===== config.mk =====
export PLATFORM = sky130hd
export DESIGN_NAME = craps_datapath_flat
export DESIGN_NICKNAME = d
export VERILOG_FILES = /design/src/rtl/craps_pkg.sv /design/src/rtl/craps_datapath_if.sv /design/src/rtl/craps_datapath_button_sync.sv /design/src/rtl/craps_datapath.sv /design/src/flat_wrapper.sv
export SDC_FILE = /design/constraint.sdc
export NUM_CORES = 1
export LEC_CHECK = 0
export CAP_MARGIN = 20
export CORE_ASPECT_RATIO = 0.8
export CORE_MARGIN = 2
export CORE_UTILIZATION = 40
export DETAILED_ROUTE_END_ITERATION = 10
export PLACE_DENSITY = 0.67
export SYNTH_ARGS = -nofsm -noshare
export SYNTH_HDL_FRONTEND = slang
export SYNTH_HIERARCHICAL = 1
export SYNTH_SLANG_ARGS = --single-unit

===== constraint.sdc =====
create_clock -name clk -period 3.25 [get_ports clk]
set_input_delay 0.8125 -clock clk [delete_from_list [all_inputs] [get_ports clk]]
set_output_delay 0.8125 -clock clk [all_outputs]
set_load 0.01 [all_outputs]

===== src/rtl/craps_pkg.sv =====
// Shared types and constants for the craps datapath: die/sum types, game sums, die stepping.
package craps_pkg;

    localparam int unsigned DIE_W = 3;
    localparam int unsigned SUM_W = 4;

    typedef logic [DIE_W-1:0] die_t;
    typedef logic [SUM_W-1:0] sum_t;

    localparam die_t DIE_MIN      = 3'd1;
    localparam die_t DIE_MAX      = 3'd6;
    localparam sum_t SUM_SEVEN    = 4'd7;
    localparam sum_t SUM_ELEVEN   = 4'd11;
    localparam sum_t SUM_CRAPS_2  = 4'd2;
    localparam sum_t SUM_CRAPS_3  = 4'd3;
    localparam sum_t SUM_CRAPS_12 = 4'd12;

    function automatic logic die_legal(input die_t d);
        return (d >= DIE_MIN) && (d <= DIE_MAX);
    endfunction

    // Next face on an advance; 6 and any illegal value both land on 1.
    function automatic die_t die_next(input die_t d);
        return (d >= DIE_MAX || d < DIE_MIN) ? DIE_MIN : d + DIE_W'(1);
    endfunction

    function automatic logic is_craps(input sum_t s);
        return (s == SUM_CRAPS_2) || (s == SUM_CRAPS_3) || (s == SUM_CRAPS_12);
    endfunction

endpackage


===== src/rtl/craps_datapath_if.sv =====
// Controller <-> datapath link: dice/point commands one way, button level and sum flags the other.
interface craps_datapath_if;

    logic inc;
    logic ld;
    logic sync_x;
    logic eq6;
    logic eq7;
    logic eq11;
    logic eq;

    modport master (output inc, ld, input sync_x, eq6, eq7, eq11, eq);
    modport slave  (input inc, ld, output sync_x, eq6, eq7, eq11, eq);

endinterface


===== src/rtl/craps_datapath_button_sync.sv =====
// Roll-button synchroniser chain; define CRAPS_DEBOUNCE_EN to add a stable-level debounce counter.
module button_sync #(
    parameter int unsigned SYNC_STAGES     = 2,
    parameter int unsigned DEBOUNCE_CYCLES = 16
) (
    input  logic clk,
    input  logic reset,
    input  logic btn_raw,
    output logic sync_x
);

    if (SYNC_STAGES < 2 || DEBOUNCE_CYCLES < 1) begin : g_bad_params
        $error("button_sync: SYNC_STAGES must be >= 2 and DEBOUNCE_CYCLES >= 1");
    end

    logic [SYNC_STAGES-1:0] sync_q;

    always_ff @(posedge clk or posedge reset) begin
        if (reset) sync_q <= '0;
        else       sync_q <= {sync_q[SYNC_STAGES-2:0], btn_raw};
    end

`ifdef CRAPS_DEBOUNCE_EN
    localparam int unsigned DB_W = $clog2(DEBOUNCE_CYCLES + 1);

    logic [DB_W-1:0] db_cnt;

    // Toggle on the edge where the count would reach DEBOUNCE_CYCLES, so a held
    // level costs exactly DEBOUNCE_CYCLES cycles beyond the synchroniser.
    always_ff @(posedge clk or posedge reset) begin
        if (reset) begin
            db_cnt <= '0;
            sync_x <= 1'b0;
        end else if (sync_q[SYNC_STAGES-1] == sync_x) begin
            db_cnt <= '0;
        end else if (db_cnt == DB_W'(DEBOUNCE_CYCLES - 1)) begin
            db_cnt <= '0;
            sync_x <= ~sync_x;
        end else begin
            db_cnt <= db_cnt + DB_W'(1);
        end
    end
`else
    assign sync_x = sync_q[SYNC_STAGES-1];
`endif

endmodule


===== src/rtl/craps_datapath.sv =====
// Craps datapath: button sync, odometer dice, point register, sum flags, saturating roll counter.
// Optional debounce in the button path is enabled by defining CRAPS_DEBOUNCE_EN.
module craps_datapath
    import craps_pkg::*;
#(
    parameter int unsigned SYNC_STAGES     = 2,
    parameter int unsigned DEBOUNCE_CYCLES = 16,
    parameter int unsigned CNT_W           = 8
) (
    input  logic             clk,
    input  logic             reset,
    input  logic             btn_raw,
    craps_datapath_if.slave  ctrl,
    output die_t             die_a,
    output die_t             die_b,
    output sum_t             sum,
    output sum_t             point,
    output logic [CNT_W-1:0] roll_count
);

    logic sync_x;
    logic sync_d;
    logic sync_rise;

    button_sync #(
        .SYNC_STAGES     (SYNC_STAGES),
        .DEBOUNCE_CYCLES (DEBOUNCE_CYCLES)
    ) u_button_sync (
        .clk     (clk),
        .reset   (reset),
        .btn_raw (btn_raw),
        .sync_x  (sync_x)
    );

    assign ctrl.sync_x = sync_x;

    // Odometer: die_b steps only when die_a wraps 6 -> 1; an illegal die_b is repaired on any advance.
    always_ff @(posedge clk or posedge reset) begin
        if (reset) begin
            die_a <= DIE_MIN;
            die_b <= DIE_MIN;
        end else if (ctrl.inc) begin
            die_a <= die_next(die_a);
            if (die_a == DIE_MAX || !die_legal(die_b)) begin
                die_b <= die_next(die_b);
            end
        end
    end

    assign sum = SUM_W'(die_a) + SUM_W'(die_b);

    // Captures the sum presented this cycle, i.e. before any simultaneous advance.
    always_ff @(posedge clk or posedge reset) begin
        if (reset)        point <= '0;
        else if (ctrl.ld) point <= sum;
    end

    assign ctrl.eq6  = is_craps(sum);
    assign ctrl.eq7  = (sum == SUM_SEVEN);
    assign ctrl.eq11 = (sum == SUM_ELEVEN);
    assign ctrl.eq   = (sum == point);

    assign sync_rise = sync_x & ~sync_d;

    always_ff @(posedge clk or posedge reset) begin
        if (reset) begin
            sync_d     <= 1'b0;
            roll_count <= '0;
        end else begin
            sync_d <= sync_x;
            if (sync_rise && roll_count != '1) begin
                roll_count <= roll_count + CNT_W'(1);
            end
        end
    end

endmodule


===== src/flat_wrapper.sv =====
// flat-port wrapper written by rule: the top's interface ports become plain ports
module craps_datapath_flat import craps_pkg::*;
#(
    parameter int unsigned SYNC_STAGES     = 2,
    parameter int unsigned DEBOUNCE_CYCLES = 16,
    parameter int unsigned CNT_W           = 8
)
  (clk, reset, btn_raw, die_a, die_b, sum, point, roll_count, ctrl_inc, ctrl_ld, ctrl_sync_x, ctrl_eq6, ctrl_eq7, ctrl_eq11, ctrl_eq);
  craps_datapath_if ctrl_i ();
  input  logic clk;
  input  logic reset;
  input  logic btn_raw;
  output die_t die_a;
  output die_t die_b;
  output sum_t sum;
  output sum_t point;
  output logic [CNT_W-1:0] roll_count;
  input wire logic [$bits(ctrl_i.inc)-1:0] ctrl_inc;
  input wire logic [$bits(ctrl_i.ld)-1:0] ctrl_ld;
  output wire logic [$bits(ctrl_i.sync_x)-1:0] ctrl_sync_x;
  output wire logic [$bits(ctrl_i.eq6)-1:0] ctrl_eq6;
  output wire logic [$bits(ctrl_i.eq7)-1:0] ctrl_eq7;
  output wire logic [$bits(ctrl_i.eq11)-1:0] ctrl_eq11;
  output wire logic [$bits(ctrl_i.eq)-1:0] ctrl_eq;
  assign ctrl_i.inc = ctrl_inc;
  assign ctrl_i.ld = ctrl_ld;
  assign ctrl_sync_x = ctrl_i.sync_x;
  assign ctrl_eq6 = ctrl_i.eq6;
  assign ctrl_eq7 = ctrl_i.eq7;
  assign ctrl_eq11 = ctrl_i.eq11;
  assign ctrl_eq = ctrl_i.eq;
  craps_datapath #(.SYNC_STAGES(SYNC_STAGES), .DEBOUNCE_CYCLES(DEBOUNCE_CYCLES), .CNT_W(CNT_W)) u_core (.clk(clk), .reset(reset), .btn_raw(btn_raw), .ctrl(ctrl_i), .die_a(die_a), .die_b(die_b), .sum(sum), .point(point), .roll_count(roll_count));
endmodule

* Word level (Yosys, flattened, before mapping) *
Cells that the tools add are included.
Widths: inputs -> output; s select.

storage, ports and cells
  register bits = 21
  latch bits = 0
  RAM bits = 0
  ROM bits = 0
  input bits = 5
  output and inout port bits = 27
  word-level logic and storage cells = 37
  memories kept = 0

cells by class
  add/sub/neg operators = 4
  multiply operators = 0
  div/mod/pow operators = 0
  order comparisons = 6
  equality and inequality tests = 8
  shift operators = 0
  multiplexer cells = 2
  bitwise logic cells = 2
  reductions and logical operators = 9

operators by type and width
  kind                 number
  $add 8x1->8 const B  1
  $eq 4x2->1 const B   2
  $eq 4x4->1 const B   2
  $ne 8x8->1 const B   1
  $add 3x1->3 const B  2
  $ge 3x3->1 const B   2
  $lt 3x1->1 const B   2
  $mux 3               2
  $logic_or 1x1->1     5
  $add 3x3->4          1
  $eq 4x3->1 const B   1
  $eq 4x4->1           1
  $eq 3x3->1 const B   1
  $ge 3x1->1 const B   1
  $le 3x3->1 const B   1
  $logic_and 1x1->1    2
  $reduce_and 2->1     1
  $and 1x1->1          1
  $logic_not 1->1      1
  $not 1->1            1

* Logic depth before layout (Yosys ltp) *
Gate-level depths: netlist of run 1.

  depth after elaboration = 5
  mapped depth = 6
  depth with buffers taken out = 6

* Hierarchy *
The synthesis of run 1 kept the hierarchy.

by module, submodules not included
  module          times used  cells each  area each (um^2)  sequential area each (um^2)
  craps_datapath  1           111         1121.1            478.0
  button_sync     1           3           53.8              50.0

* Least setup slack after synthesis of run 1 *
Ideal clock, no wire load.

  path type = register to output
  start point = reg u_core.die_a[0]
  end point = out ctrl_eq
  arrival = 1844 ps
  setup slack = 593 ps
  stages on the path, launching flop included = 5
  cells stage by stage = dfstp_2 ha_1 fa_1 xor2_1 nor4_2

on the way
  longest elaborated chain between the ends = 2

RTL lines
  what                    RTL line              text
  from (decl)             craps_datapath.sv:14  output die_t die_a,
  from (signal assigned)  craps_datapath.sv:43  die_a <= die_next(die_a);
  $add 3x3->4             craps_datapath.sv:50  assign sum = SUM_W'(die_a) + SUM_W'(die_b);
  via sum[1]              flat_wrapper.sv:15    output sum_t sum;
  $eq 4x4->1              craps_datapath.sv:61  assign ctrl.eq = (sum == point);
  to (decl)               flat_wrapper.sv:24    output wire logic [$bits(ctrl_i.eq)-1:0] ctrl_eq;

The timed path passes the listed nets, and every way through them passes these cells.

* Worst setup path after layout of run 1 *
  start point = reg u_core.die_a[0]
  end point = out ctrl_eq11

on the way
  longest elaborated chain between the ends = 2

RTL lines
  what         RTL line              text
  $add 3x3->4  craps_datapath.sv:50
  $eq 4x4->1   craps_datapath.sv:60  assign ctrl.eq11 = (sum == SUM_ELEVEN);
  to (decl)    flat_wrapper.sv:23    output wire logic [$bits(ctrl_i.eq11)-1:0] ctrl_eq11;

Every way passes these cells.

==> results.tsv, run 1 <==
stage	metric	value	unit
timing	Slew Limit Fails	0	
clock_tree	CTS tree	built	
synthesis	Synth Warn #	6	
synthesis	register bit total from synthesis	21	
timing	Fin Clk Skew	0.003241	ns
clock_tree	worst-case clock buffer depth	2	
floorplan	Core ar.	0.002786	mm^2
synthesis	Async S/R FF share, synth	100.0	%
timing	Slew @ Worst Pin	0.7174	ns
setup_path	CP startpoint kind	register	
timing	Final Critical Period	3.179	ns
detailed_routing	Starting DRT DRC Count	39	
power_and_ir_drop	Sw Share	41.09	%
placement	Placer Congestion	0.8000	
clock_tree	root buf cell	clkbuf_8	
timing	fin crit share	97.81	%
setup_path	CP Class	reg -> out	
timing	Max-slew headroom	52.12	%
power_and_ir_drop	Comb power frac	67.9	%
setup_path	Crit path arrival time	2.37	ns
power_and_ir_drop	internal power	0.001203	W
setup_path	crit path capture	ctrl_eq11	
timing	post-route setup slack	0.07128	ns
power_and_ir_drop	Tot Pwr	0.002043	W
floorplan	die area	0.003389	mm^2
final_layout	Fillers	249	
clock_tree	TritonCTS Buffers	3	
floorplan	Die H	52.48	um
synthesis	ys flop type	dfrtp_1	
final_layout	nets	171	
floorplan	row count	17	
floorplan	die width	64.59	um
synthesis	Compound-Gate Fraction of Synth Area	12.57	%
placement	pre-CTS WS	0.09586	ns
final_layout	layout cells sized above 1	19.35	%
synthesis	post-synthesis adder-cell area fraction	11.29	%
detailed_routing	total number of vias	960	
timing	Max Fclk	314.6	MHz
synthesis	largest family of logic cells by synthesized area	simple AND/OR/NAND/NOR gates	
clock_tree	CTS sink count	21	
synthesis	syn avg cell area	10.31	um^2
setup_path	CP top delay family	adder cells	
final_layout	Layout area overhead	41.21	%
detailed_routing	DRC	0	
run	Max-Cap Viols	0	
clock_tree	H-tree lvl count	1	
clock_tree	Clk pin slew, worst setup/hold paths	0.08	ns
power_and_ir_drop	clock power share	8.6	%
setup_path	crit path cell chain	ha_2, fa_2, buf_4, nand2_1, nor3_1, clkdlybuf4s50_1	
setup_path	worst reg-to-reg path cell count	7	
detailed_routing	final WL	2.544	mm
detailed_routing	detailed-route vias per instance	4.974	
power_and_ir_drop	Flop pwr share	23.5	%
grt	number of global-route vias before repair	940	
synthesis	mux contribution to synthesized area	5.751	%
synthesis	sequential area share after synthesis	44.94	%
timing	Final setup viols	0	
setup_path	CP Buf/Inv Count	2	
placement	hpwl dp	1.867	mm
clock_tree	CTS hold repair buffers	0	
setup_path	slowest stage delay, CP	0.60	ns
floorplan	initial core utilization	42.16	%
placement	number of buffers inserted by port buffering	31	
floorplan	I/O pins	32	
synthesis	EDFF count, synth	0	
synthesis	synthesized instance count	114	
power_and_ir_drop	sw power	0.0008394	W
setup_path	RR Startpoint	u_core/die_b[0]$_DFFE_PP1P_	
detailed_routing	Routed Antenna Nets	0	
power_and_ir_drop	LEAKAGE	0.7442	nW
synthesis	biggest area consumer among synthesized cells	dfrtp_1	
setup_path	Slowest cell on crit path	fa_2	
synthesis	main area contributors after synthesis	dfrtp_1 (40%), ha_1 (9.6%), mux2_2 (5.8%)	
hold_path	hold depth	0	
setup_path	CP Depth	6	
setup_path	WP data required	2.44	ns
synthesis	XOR/XNOR Fraction of Synth Area	5.857	%
power_and_ir_drop	pwr/cell area	1231	mW/mm^2
setup_path	Worst setup EP type	output pin	
final_layout	n_diodes	0	
synthesis	Mapped Area	0.001175	mm^2
hold_path	Hold Crit Class	reg -> reg	
grt	total gr overflow	0	
synthesis	Unique masters post-synth	32	
setup_path	Crit. Startpoint	u_core/die_a[0]$_DFFE_PP1P_	
synthesis	Post-Synth Simple-Gate Area	16.61	%
detailed_routing	DR WL/cell	13.18	um
grt	largest net degree at the start of global routing	20	
grt	All-Layer GR Usage	17.69	%
setup_path	reg2reg end	u_core/die_b[0]$_DFFE_PP1P_	
grt	first-pass GRT wire length	4.381	mm
power_and_ir_drop	VDD IR max	0.001023	V
setup_path	CP Max Fanout	4	
status	status	complete, no violations	
grt	initial antenna violation count	0	
synthesis	area share of the largest cell type after synthesis	40.47	%
timing	final hold viol count	0	
setup_path	flop2flop setup slack	1.64	ns
synthesis	Synthesized Nets	129	
detailed_routing	drt first pass iters	4	
clock_tree	Clk Latency, worst-skew pair	0.26	ns
timing repair:
| action | 4_1_cts | 5_1_grt |
|---|---|---|
| endpoints found under the setup margin | 3 | 4 |
| endpoints found under the hold margin | 0 | 0 |
| setup buffers | 2 | 1 |
| gates resized for setup | 5 | 5 |
| pin swaps | 1 | 2 |
registers in the layout (all words and copies together) (netlist names):
register,flops
u_core/die_a,3
u_core/sync_d,1
u_core/die_b,3
u_core/roll_count,8
u_core/point,4
u_core/u_button_sync/sync_q,2
power by group through the flow:
| stage | Sequential, W | Clock [W] | Combinational [W] |
|---|---|---|---|
| after CTS | 0.000479 | 0.000183 | 0.00135 |
| final | 0.000479 | 0.000176 | 0.00139 |
| after floorplan | 0.000549 | 0 | 0.000613 |
| after global placement | 0.000489 | 0 | 0.00122 |
| after global routing | 0.000502 | 0.000196 | 0.00152 |
| after detailed placement | 0.000491 | 0 | 0.00124 |
logic make-up (layout without fill, tap and decap cells):
group	count (synthesis)	count (layout)
compound gates	24	24
xor+xnor	7	7
fa+ha+maj	10	10
buf+inv	9	50
flops	21	21
mux	6	6
simple gates	37	37
synth_stat cells (all sizes together) (3+ instances only):
cell type,number
dfrtp,19
ha,9
nand2,9
o21ai,9
inv,8
a21oi,7
nor2,7
mux2,6
nand3,6
nor3,5
xnor2,4
o21a,3
xor2,3
cell type report:
| class | count | area [um^2] | area share [%] |
|---|---|---|---|
| clock buffers | 3 | 41.29 | 2.489 |
| clock inverters | 1 | 7.507 | 0.4525 |
| inverters | 8 | 30.03 | 1.810 |
| multi-input cells | 84 | 641.9 | 38.69 |
| flip-flops and latches | 21 | 528.0 | 31.83 |
| well taps | 38 | 47.55 | 2.866 |
| repair buffers | 38 | 362.8 | 21.87 |
how the worst min path moves through the flow:
stage / start / end
after floorplan: u_core/u_button_sync/sync_q[0]$_DFF_PP0_ / u_core/u_button_sync/sync_q[1]$_DFF_PP0_
after global placement: u_core/u_button_sync/sync_q[0]$_DFF_PP0_ / u_core/u_button_sync/sync_q[1]$_DFF_PP0_
after detailed placement: u_core/u_button_sync/sync_q[0]$_DFF_PP0_ / u_core/u_button_sync/sync_q[1]$_DFF_PP0_
after CTS: u_core/u_button_sync/sync_q[0]$_DFF_PP0_ / u_core/u_button_sync/sync_q[1]$_DFF_PP0_
after global routing: u_core/u_button_sync/sync_q[0]$_DFF_PP0_ / u_core/u_button_sync/sync_q[1]$_DFF_PP0_
final: u_core/u_button_sync/sync_q[0]$_DFF_PP0_ / u_core/u_button_sync/sync_q[1]$_DFF_PP0_
per-layer routing:
layer / share of wire [%] / global-route usage (%) / vias to the layer above
li1: - / - / 484
met1: 48 / 23.67 / 444
met2: 43 / 25.35 / 26
met3: 6.3 / 6.667 / 6
met4: 2.1 / 8.156 / 0
met5: 0 / 0 / -
stage by stage:
step / hold WS (ns) / std cells / TNS (ns) / utilization, % / instance area, um^2
2_1_floorplan: 0.3312 / 114 / 0 / - / 1175
3_3_place_gp: 0.3382 / 186 / 0 / 55.90 / 1558
3_5_place_dp: 0.3363 / 186 / 0 / 55.90 / 1558
4_1_cts: 0.3656 / 192 / 0 / 58.96 / 1643
5_1_grt: 0.3759 / 193 / -0.01680 / 59.54 / 1659
6_report: 0.3633 / 193 / 0 / 59.54 / 1659
cell usage in the layout, fill, tap and decap left out, types with 2 or more instances in the layout:
master           instances
clkdlybuf4s50_1         28
dfrtp_1                 19
nand2_1                  9
inv_1                    8
o21ai_0                  8
ha_1                     8
buf_4                    7
nor2_1                   7
mux2_2                   6
a21oi_1                  6
nor3_1                   5
nand3_1                  5
clkbuf_8                 3
xor2_1                   3
o21a_1                   3
xnor2_1                  3
dlymetal6s2s_1           2
nor2b_2                  2
nand4_1                  2
nand2b_1                 2
nor4_2                   2
dfstp_2                  2
Power figures use the tool's default switching activity.
==> inputs of run 2 (changes only) <==
--- a/config.mk
+++ b/config.mk
@@ -7,9 +7,9 @@
 export LEC_CHECK = 0
 export CAP_MARGIN = 20
 export CORE_ASPECT_RATIO = 0.8
-export CORE_MARGIN = 2
 export CORE_UTILIZATION = 40
 export DETAILED_ROUTE_END_ITERATION = 10
+export HOLD_SLACK_MARGIN = 0.1
 export PLACE_DENSITY = 0.67
 export SYNTH_ARGS = -nofsm -noshare
 export SYNTH_HDL_FRONTEND = slang
==> run 2 against run 1 <==
  * Core utilization down 0.36 points
  * Largest cell class unchanged
  * Critical path depth unchanged
  * Clock power down 30%
==> results.tsv, run 2 (synthesis gave the netlist of run 1 again) <==
stage	metric	value	unit
status	status	complete, no violations	
clock_tree	TritonCTS Buffers	3	
timing	Max Fclk	319.1	MHz
placement	Placer Congestion	0.7563	
floorplan	Core ar.	0.002765	mm^2
setup_path	Worst setup EP type	output pin	
detailed_routing	drt first pass iters	4	
final_layout	max reg flops	8	
setup_path	Crit path arrival time	2.32	ns
floorplan	die area	0.003159	mm^2
timing	Setup TNS	0	ns
detailed_routing	Starting DRT DRC Count	35	
grt	largest net degree at the start of global routing	20	
placement	hpwl dp	1.771	mm
final_layout	n_diodes	0	
hold_path	hold depth	0	
detailed_routing	DRC	0	
setup_path	CP Max Fanout	6	
clock_tree	worst-case clock buffer depth	2	
detailed_routing	detailed-route vias per instance	5.005	
floorplan	row count	17	
run	Max-Cap Viols	0	
setup_path	WP data required	2.44	ns
clock_tree	CTS hold repair buffers	0	
clock_tree	root buf cell	clkbuf_4	
floorplan	die width	62.59	um
clock_tree	Clk Latency, worst-skew pair	0.31	ns
clock_tree	H-tree lvl count	1	
timing	Fin Clk Skew	0.01500	ns
grt	number of global-route vias before repair	859	
timing	Final Critical Period	3.133	ns
grt	first-pass GRT wire length	3.960	mm
final_layout	most frequent cells in the layout	clkdlybuf4s50_1 (28), dfrtp_1 (18), nand2_1 (9), ha_1 (9)	
timing	RSZ-0062 raised after global routing	false	
floorplan	initial core utilization	42.49	%
clock_tree	CTS tree	built	
timing	Slew Limit Fails	0	
grt	initial antenna violation count	0	
floorplan	Die H	50.48	um
grt	total gr overflow	0	
hold_path	Hold Crit Class	reg -> reg	
floorplan	I/O pins	32	
detailed_routing	Routed Antenna Nets	0	
power_and_ir_drop	LEAKAGE	0.7339	nW
detailed_routing	final WL	2.370	mm
final_layout	nets	171	
grt	All-Layer GR Usage	16.12	%
timing	final hold viol count	0	
clock_tree	CTS sink count	21	
power_and_ir_drop	pwr/cell area	1205	mW/mm^2
final_layout	final core occ	59.19	%
timing	Slew @ Worst Pin	0.6922	ns
timing	Max-slew headroom	53.80	%
setup_path	CP Class	reg -> out	
final_layout	Layout area overhead	39.30	%
detailed_routing	DR WL/cell	12.28	um
final_layout	largest register by flop count	u_core/roll_count	
timing	Final setup viols	0	
final_layout	Largest regs	u_core/roll_count (8), u_core/point (4)	
final_layout	layout cells sized above 1	18.71	%
detailed_routing	total number of vias	966	
power_and_ir_drop	VDD IR max	0.0004754	V
placement	number of buffers inserted by port buffering	31	
setup_path	CP startpoint kind	register	
clock_tree	Clk pin slew, worst setup/hold paths	0.12	ns
setup_path	worst reg-to-reg path cell count	3	
final_layout	most common cell after layout, fill and taps aside	clkdlybuf4s50_1	
timing	fin crit share	96.41	%
-- run 2: cell count changes in the layout (fill, tap and decap cells not counted), sizes merged --
cell / change
clkinvlp: -1
clkinv: +1
dlygate4sd2: +2
dlymetal6s2s: -1
clkbuf: -1
-- run 2: layout make-up --
| cell class | count | area (um^2) |
|---|---|---|
| timing repair buffer | 38 | 362.8 |
| clock inverter | 1 | 5.005 |
| sequential | 21 | 529.3 |
| clock buffer | 3 | 22.52 |
| fill | 256 | 1129 |
| multi-input combinational | 84 | 639.4 |
| tap | 38 | 47.55 |
| inverter | 8 | 30.03 |
-- run 2: final timing paths --
| check | startpoint | end | slack (ns) |
|---|---|---|---|
| max | u_core/die_a[1]$_DFFE_PP0P_ | ctrl_eq7 | 0.12 |
| min | u_core/u_button_sync/sync_q[0]$_DFF_PP0_ | u_core/u_button_sync/sync_q[1]$_DFF_PP0_ | 0.37 |
| max reg2reg | u_core/die_a[0]$_DFFE_PP1P_ | u_core/point[1]$_DFFE_PP0P_ | 1.62 |
| min reg2reg | u_core/u_button_sync/sync_q[0]$_DFF_PP0_ | u_core/u_button_sync/sync_q[1]$_DFF_PP0_ | 0.37 |
| max in group asynchronous | reset | u_core/die_a[1]$_DFFE_PP0P_ | 1.85 |
| min in group asynchronous | reset | u_core/u_button_sync/sync_q[1]$_DFF_PP0_ | 0.68 |
-- run 2: stage by stage --
| step | area, um^2 | hold slack, ns | cells | setup slack [ns] | power, W |
|---|---|---|---|---|---|
| 4_1_cts | 1610 | 0.3731 | 191 | 0.02576 | 0.001904 |
| 5_1_grt | 1637 | 0.3782 | 193 | 0.009947 | 0.002129 |
| 3_3_place_gp | 1550 | 0.3398 | 185 | 0.1748 | 0.001683 |
| 6_report | 1637 | 0.3667 | 193 | 0.1166 | 0.001972 |
| 2_1_floorplan | 1175 | 0.3312 | 114 | 0.5933 | 0.001162 |
| 3_5_place_dp | 1550 | 0.3441 | 185 | 0.08427 | 0.001723 |
-- run 2: power by group --
group | internal [W] | total, W | switching (W)
logic | 0.000744 | 0.00136 | 0.000616
registers | 0.000370 | 0.000488 | 0.000118
clock network | 0.0000459 | 0.000124 | 0.0000782
total | 0.00116 | 0.00197 | 0.000812
-- run 2: worst max-delay path, stage by stage (launching register included) --
cell             delay, ns
dfrtp_2               0.46
ha_1                  0.31
a21o_1                0.21
a21oi_4               0.22
inv_1                 0.09
nor3_1                0.17
clkdlybuf4s50_1       0.56
-- run 2: repair_timing --
action,in CTS,in global routing
setup buffers,2,2
pin swaps,0,2
resized for setup,5,3
setup endpoints to repair,3,2
-- run 2: per-layer routing --
layer / track usage [%] / vias up / share of wire [%]
met4: 2.326 / 0 / 0.38
met3: 5.000 / 2 / 4.8
met5: 0 / - / 0
met1: 22.25 / 458 / 50
li1: - / 480 / -
met2: 25.36 / 26 / 45
==> inputs of run 3 (changes only) <==
--- a/config.mk
+++ b/config.mk
@@ -10,7 +10,8 @@
 export CORE_UTILIZATION = 40
 export DETAILED_ROUTE_END_ITERATION = 10
 export HOLD_SLACK_MARGIN = 0.1
-export PLACE_DENSITY = 0.67
+export PLACE_DENSITY = 0.71
+export SKIP_CTS_REPAIR_TIMING = 1
 export SYNTH_ARGS = -nofsm -noshare
 export SYNTH_HDL_FRONTEND = slang
 export SYNTH_HIERARCHICAL = 1
==> run 3 against run 2 <==
  * Maximum frequency increased by 4.4%
  * Wire length increased by 7.8%
  * Final cell count increased by 0.52%
  * Non-clock buffer count increased by 1
==> results.tsv, run 3 (synthesis gave the netlist of run 1 again) <==
stage	metric	value	unit
status	status	complete, no violations	
final_layout	Layout area overhead	41.11	%
clock_tree	Clk pin slew, worst setup/hold paths	0.11	ns
setup_path	CP Buf/Inv Count	2	
clock_tree	CTS sink count	21	
clock_tree	Clk Latency, worst-skew pair	0.30	ns
grt	largest net degree at the start of global routing	20	
clock_tree	H-tree lvl count	1	
setup_path	WP data required	2.44	ns
timing	final hold viol count	0	
detailed_routing	detailed-route vias per instance	5.088	
setup_path	CP startpoint kind	register	
setup_path	slowest stage delay, CP	0.58	ns
clock_tree	root buf cell	clkbuf_4	
detailed_routing	Routed Antenna Nets	0	
grt	first-pass GRT wire length	4.091	mm
timing	Slew @ Worst Pin	0.6909	ns
power_and_ir_drop	Flop pwr share	25.6	%
detailed_routing	final WL	2.555	mm
final_layout	Fillers	251	
timing	Final setup viols	0	
floorplan	die area	0.003159	mm^2
hold_path	Hold Crit Class	reg -> reg	
detailed_routing	drt first pass iters	4	
floorplan	Die H	50.48	um
timing	Slew Limit Fails	0	
power_and_ir_drop	internal power	0.001169	W
setup_path	CP top delay family	adder cells	
final_layout	most frequent cells in the layout	clkdlybuf4s50_1 (27), dfrtp_1 (17), nand2_1 (9)	
grt	total gr overflow	0	
detailed_routing	total number of vias	987	
grt	initial antenna violation count	0	
placement	post-placement cell area	0.001528	mm^2
power_and_ir_drop	Tot Pwr	0.001997	W
final_layout	area of the multi-input gates	641.9	um^2
setup_path	Slowest cell on crit path	dfstp_2	
timing	Final Critical Period	3.003	ns
timing	Max Fclk	333.0	MHz
grt	All-Layer GR Usage	16.73	%
final_layout	max reg flops	8	
power_and_ir_drop	Comb power frac	68.5	%
setup_path	CP Max Fanout	4	
detailed_routing	DRC	0	
setup_path	crit path cell chain	ha_2, fa_2, buf_4, clkdlybuf4s50_1	
power_and_ir_drop	Sw Share	41.49	%
setup_path	CP Class	reg -> out	
power_and_ir_drop	LEAKAGE	0.7770	nW
placement	hpwl dp	1.749	mm
floorplan	I/O pins	32	
setup_path	Worst setup EP type	output pin	
timing	Max-slew headroom	53.89	%
final_layout	register area	530.5	um^2
setup_path	Crit path arrival time	2.19	ns
floorplan	row count	17	
detailed_routing	DR WL/cell	13.17	um
final_layout	cell area after layout	0.001658	mm^2
final_layout	final non-filler cell total	194	
placement	Placer Congestion	0.7651	
detailed_routing	Starting DRT DRC Count	82	
timing	Fin Clk Skew	0.005728	ns
grt	number of global-route vias before repair	880	
run	Max-Cap Viols	0	
timing	WHS	0.3620	ns
final_layout	Largest regs	u_core/roll_count (8), u_core/point (4)	
final_layout	layout cells sized above 1	20.51	%
power_and_ir_drop	sw power	0.0008288	W
final_layout	largest register by flop count	u_core/roll_count	
floorplan	die width	62.59	um
placement	placed insts	182	
final_layout	n_diodes	0	
final_layout	nets	172	
power_and_ir_drop	clock power share	5.9	%
clock_tree	worst-case clock buffer depth	2	
timing	RSZ-0062 raised after global routing	false	
power_and_ir_drop	pwr/cell area	1205	mW/mm^2
clock_tree	CTS tree	built	
floorplan	Core ar.	0.002765	mm^2
timing	fin crit share	92.39	%
floorplan	initial core utilization	42.49	%
power_and_ir_drop	VDD IR max	0.0004580	V
final_layout	most common cell after layout, fill and taps aside	clkdlybuf4s50_1	
clock_tree	TritonCTS Buffers	3	
placement	number of buffers inserted by port buffering	31	
[run 3: final cells by class]
type / instances / area share, %
multi-input combinational: 84 / 38.72
sequential: 21 / 32.00
timing repair buffer: 39 / 22.94
tap: 38 / 2.868
inverter: 8 / 1.811
clock buffer: 3 / 1.358
clock inverter: 1 / 0.3019
[run 3: worst reg2reg max path: stages, from the launching register on]
cell     delay [ns]
dfstp_2        0.58
ha_2           0.21
fa_2           0.47
buf_4          0.17
mux2_2         0.27
[run 3: path summary, 6_finish.rpt]
kind / startpoint / end / slack [ns] / cells after the start
worst max-delay path: u_core/die_b[0]$_DFFE_PP1P_ / sum[1] / 0.25 / 4
worst min-delay path: u_core/u_button_sync/sync_q[0]$_DFF_PP0_ / u_core/u_button_sync/sync_q[1]$_DFF_PP0_ / 0.36 / 0
worst max register to register: u_core/die_b[0]$_DFFE_PP1P_ / u_core/point[1]$_DFFE_PP0P_ / 1.45 / 4
worst min register to register: u_core/u_button_sync/sync_q[0]$_DFF_PP0_ / u_core/u_button_sync/sync_q[1]$_DFF_PP0_ / 0.36 / 0
max in group asynchronous: reset / u_core/die_b[1]$_DFFE_PP0P_ / 1.83 / 2
min in group asynchronous: reset / u_core/u_button_sync/sync_q[1]$_DFF_PP0_ / 0.67 / 2
[run 3: per-stage QoR]
stage / TNS [ns] / setup slack (ns) / util (%)
2_1_floorplan: 0 / 0.5933 / -
3_3_place_gp: 0 / 0.1857 / 55.25
3_5_place_dp: 0 / 0.1421 / 55.25
4_1_cts: -0.5293 / -0.1953 / 56.24
5_1_grt: 0 / 0.1671 / 59.95
6_report: 0 / 0.2474 / 59.95
[run 3: routing by layer]
metal,wire (um),up-vias,GRT usage [%]
met5,0,-,0
met4,29,0,6.977
met3,116,4,3.182
met2,1239,30,26.99
met1,1170,469,22.14
li1,-,484,-
[run 3: power by group through the flow]
stage / combinational [W] / clock [W] / sequential (W)
2_1_floorplan: 0.000613 / 0 / 0.000549
3_3_place_gp: 0.00113 / 0 / 0.000524
3_5_place_dp: 0.00116 / 0 / 0.000532
4_1_cts: 0.00116 / 0.000124 / 0.000529
5_1_grt: 0.00148 / 0.000138 / 0.000535
6_report: 0.00137 / 0.000119 / 0.000511
